### src/rtl/shift_add_multiplier.sv
// Sequential unsigned shift-and-add multiplier.
// One conditional add plus one right shift per clock; start/busy request
// handshake on the input side and valid/ack handshake on the result side.
module shift_add_multiplier #(
  parameter int WIDTH = 4
) (
  input  logic               clk,
  input  logic               rstn,
  input  logic               start,
  input  logic [WIDTH-1:0]   in1,
  input  logic [WIDTH-1:0]   in2,
  output logic               busy,
  output logic [2*WIDTH-1:0] out,
  output logic               valid,
  input  logic               ack
);

  localparam int CW = $clog2(WIDTH) + 1;

  typedef enum logic [1:0] {
    IDLE = 2'd0,
    RUN  = 2'd1,
    DONE = 2'd2
  } state_t;

  state_t               state_q, state_d;
  logic [WIDTH-1:0]     m_q, m_d;
  logic [2*WIDTH-1:0]   p_q, p_d;
  logic [2*WIDTH-1:0]   out_q, out_d;
  logic [CW-1:0]        cnt_q, cnt_d;

  logic [WIDTH:0]       sum;
  logic [WIDTH:0]       stepHi;
  logic [2*WIDTH-1:0]   pStep;
  logic                 lastStep;

  // Upper half of P plus the multiplicand, with carry-out, then the shifted partial product
  always_comb begin
    sum      = {1'b0, p_q[2*WIDTH-1:WIDTH]} + {1'b0, m_q};
    stepHi   = p_q[0] ? sum : {1'b0, p_q[2*WIDTH-1:WIDTH]};
    pStep    = {stepHi, p_q[WIDTH-1:1]};
    lastStep = (cnt_q == CW'(1));
  end

  // Next-state logic: accept in IDLE, count steps in RUN, wait for ack in DONE
  always_comb begin
    state_d = state_q;
    unique case (state_q)
      IDLE:    if (start) state_d = RUN;
      RUN:     if (lastStep) state_d = DONE;
      DONE:    if (ack) state_d = IDLE;
      default: state_d = IDLE;
    endcase
  end

  // Datapath next values; out only captures the finished product on the last step
  always_comb begin
    m_d   = m_q;
    p_d   = p_q;
    cnt_d = cnt_q;
    out_d = out_q;
    unique case (state_q)
      IDLE: begin
        if (start) begin
          m_d   = in1;
          p_d   = {{WIDTH{1'b0}}, in2};
          cnt_d = CW'(WIDTH);
        end
      end
      RUN: begin
        p_d   = pStep;
        cnt_d = cnt_q - CW'(1);
        if (lastStep) out_d = pStep;
      end
      default: ;
    endcase
  end

  // State and datapath registers with synchronous active-low reset
  always_ff @(posedge clk) begin
    if (!rstn) begin
      state_q <= IDLE;
      m_q     <= '0;
      p_q     <= '0;
      cnt_q   <= '0;
      out_q   <= '0;
    end else begin
      state_q <= state_d;
      m_q     <= m_d;
      p_q     <= p_d;
      cnt_q   <= cnt_d;
      out_q   <= out_d;
    end
  end

  assign busy  = (state_q != IDLE);
  assign valid = (state_q == DONE);
  assign out   = out_q;

endmodule

### config.mk
export PLATFORM = sky130hd
export DESIGN_NAME = shift_add_multiplier
export DESIGN_NICKNAME = d
export VERILOG_FILES = /design/src/rtl/shift_add_multiplier.sv
export SDC_FILE = /design/constraint.sdc
export NUM_CORES = 1
export LEC_CHECK = 0
export ABC_AREA = 1
export BUFFER_PORTS_ARGS = -buffer_cell sky130_fd_sc_hd__buf_2
export CELL_PAD_IN_SITES_DETAIL_PLACEMENT = 0
export CELL_PAD_IN_SITES_GLOBAL_PLACEMENT = 1
export CORE_MARGIN = 5
export CORE_UTILIZATION = 42
export DETAILED_ROUTE_END_ITERATION = 10
export PLACE_DENSITY = 0.83
export SYNTH_ARGS = -nofsm -noshare
export SYNTH_HDL_FRONTEND = slang
export SYNTH_SLANG_ARGS = --single-unit
export TNS_END_PERCENT = 10
### constraint.sdc
create_clock -name clk -period 2.6 [get_ports clk]
set_clock_uncertainty 0.2 [all_clocks]
set_input_delay 0.52 -clock clk [delete_from_list [all_inputs] [get_ports clk]]
set_output_delay 0.52 -clock clk [all_outputs]
set_load 0.05 [all_outputs]
==> run summary <==
status = finished clean
Hold Buf Count CTS = 0
initial DRC count = 21
initial core utilization = 43.8%
post-CTS setup buffer count = 0
Final Setup Violations = 0
synthesized net count = 175
PwrDens = 568 nW/um^2
buffers added on ports = 21
root buffer cell = clkbuf_4
reg2reg path depth = 6
switching part of the total = 31.5%
cells resized by post-CTS repair = 0
first-pass GRT wire length = 4290 um
PnR worst setup slack = 0.717 ns
via/cell ratio = 5.03
combinational power share = 21.3%
HPWL Detailed = 1930 um
Antenna Cells = 0
mean post-synth cell area = 7.75 um^2
Reg clk slew, reported paths = 0.13 ns
Placement Setup Slack = 0.785 ns
leading cell type in the layout, fill and taps excluded = nand2_1
All-Layer GR Usage = 12.8%
startpoint types = flop
CP Data Required Time = 1.88 ns
Synth top area share = 41.4%
most frequent cells in the layout = nand2_1, dfxtp_1, buf_2, nor2_1, inv_1
Post-Synthesis Cells = 156
Yosys Warn Count = 0
Seq/Total Area, Yosys = 41.4%
Critical Path Fanout Max = 3
Core ar. = 2760 um^2
max-slew violations = 0
initial antenna violation count = 0
Die Ht = 63.6 um
Max IR drop VDD = 511 uV
DRC = 0
maxcap violations = 0
Overflow after GRT = 0
max frequency = 531 MHz
worst hold path class = input port to flop
row count = 19
minimum clock period = 1.88 ns
Setup crit end kind = primary output
die area = 4050 um^2
Tcrit/Tclk final = 72.4%
Routed WL per cell = 11.8 um
clk buf depth = 2
share of layout cells above drive strength 1 = 18.6%
Post-Syn Area = 1210 um^2
Internal = 525 uW
Area contributors post-synth = dfxtp_1, nand2_1, o21ai_0, a21oi_1, ha_1
Unique masters post-synth = 21
pin count of the biggest net entering global routing = 15
post-synth top area cell = dfxtp_1
First-pass DRT Iterations = 4
Clk pwr share = 22.4%
Num CTS Buffers = 3
CTS sink cnt = 25
Crit Path Category = flop to primary output
RSZ-0062 raised after global routing = false
Vias = 1046
Die X = 63.6 um
placer's final routability congestion estimate = 0.766
P_sw = 241 uW
Clk Latency, worst-skew pair = 0.31 ns
Worst Path Arrival = 1.16 ns
# IOs = 22
setup TNS = 0 ns
hold depth = 3
nets@finish = 197
Routed WL = 2450 um
register bit count reported by yosys = 25
Leak = 0.000625 uW
Final Hold Viols = 0
Slew Limit Headroom = 62.9%
worst slew pin tran = 0.554 ns
Post-DRT Antenna Nets = 0
CTS tree = built
sequential power share = 56.3%
H-Tree Depth = 1
synthesis-to-layout area growth = 11.6%
vias in the first global route = 1001
==> kinds of logic after synthesis <==
logic type	Yosys count	share of synthesized area [%]
AOI/OAI and AO/OA	38	17.6
xor gates and xnor gates	2	1.45
adders and majority gates	7	7.87
buffers and inverters	23	8.38
DFF	25	41.4
and+or+nand+nor	61	23.3
==> cell usage after synthesis, drive strengths merged <==
cell	instances
a211oi	3
a21oi	16
buf	3
clkbuf	1
dfxtp	25
fa	1
ha	6
inv	19
nand2	33
nand3	6
nor2	19
nor3	1
o211ai	2
o21ai	17
or2	2
xnor2	2
==> sequential cells by signal (all words and copies together) (netlist names) <==
name,count
cnt_q,3
m_q,4
out,8
p_q,8
state_q,2
==> final cells by class <==
cell class / count / area, um^2
clock buffers: 4 / 26.3
fillers: 290 / 1410
inverters: 19 / 71.3
multi-input cells: 108 / 607
flip-flops and latches: 25 / 500
well taps: 31 / 38.8
repair buffers: 21 / 105
==> per-layer routing <==
metal,up-vias,global-route usage [%],wire (um)
li1,546,-,-
met1,476,15.2,1130
met2,18,21.6,1170
met3,6,4.09,113
met4,0,4.68,39
met5,-,0,0
==> power by group through the flow <==
stage               logic (uW)  clock network [uW]  registers, uW
detailed placement         164                   0            441
global route               186                 204            436
finish                     163                 172            431
global placement           162                   0            440
CTS                        165                 182            432
floorplan                  116                   0            451
==> per-stage QoR <==
stage,std cells,hold slack (ns),total power (uW),area (um^2),util (%)
2_1_floorplan,156,0.239,567,1210,-
3_3_place_gp,204,0.250,601,1320,48.0
3_5_place_dp,204,0.260,605,1320,48.0
4_1_cts,208,0.236,779,1350,48.9
5_1_grt,208,0.242,825,1350,48.9
6_report,208,0.248,766,1350,48.9
==> worst max-delay path, cell delays in order, from the launching register on <==
cell and delay, ns:
dfxtp_1 0.42, inv_1 0.11, nand2_1 0.07, buf_2 0.25
==> final timing paths <==
| kind | from | endpoint | slack, ns |
|---|---|---|---|
| max | state_q[0]$_SDFFE_PN0P_ | busy | 0.72 |
| min reg2reg | cnt_q[1]$_SDFFE_PN0P_ | cnt_q[1]$_SDFFE_PN0P_ | 0.28 |
| max reg2reg | cnt_q[0]$_SDFFE_PN0P_ | out[4]$_SDFFE_PN0P_ | 0.77 |
| min | in1[2] | m_q[2]$_SDFFE_PN0P_ | 0.25 |
Power figures use the tool's default switching activity.
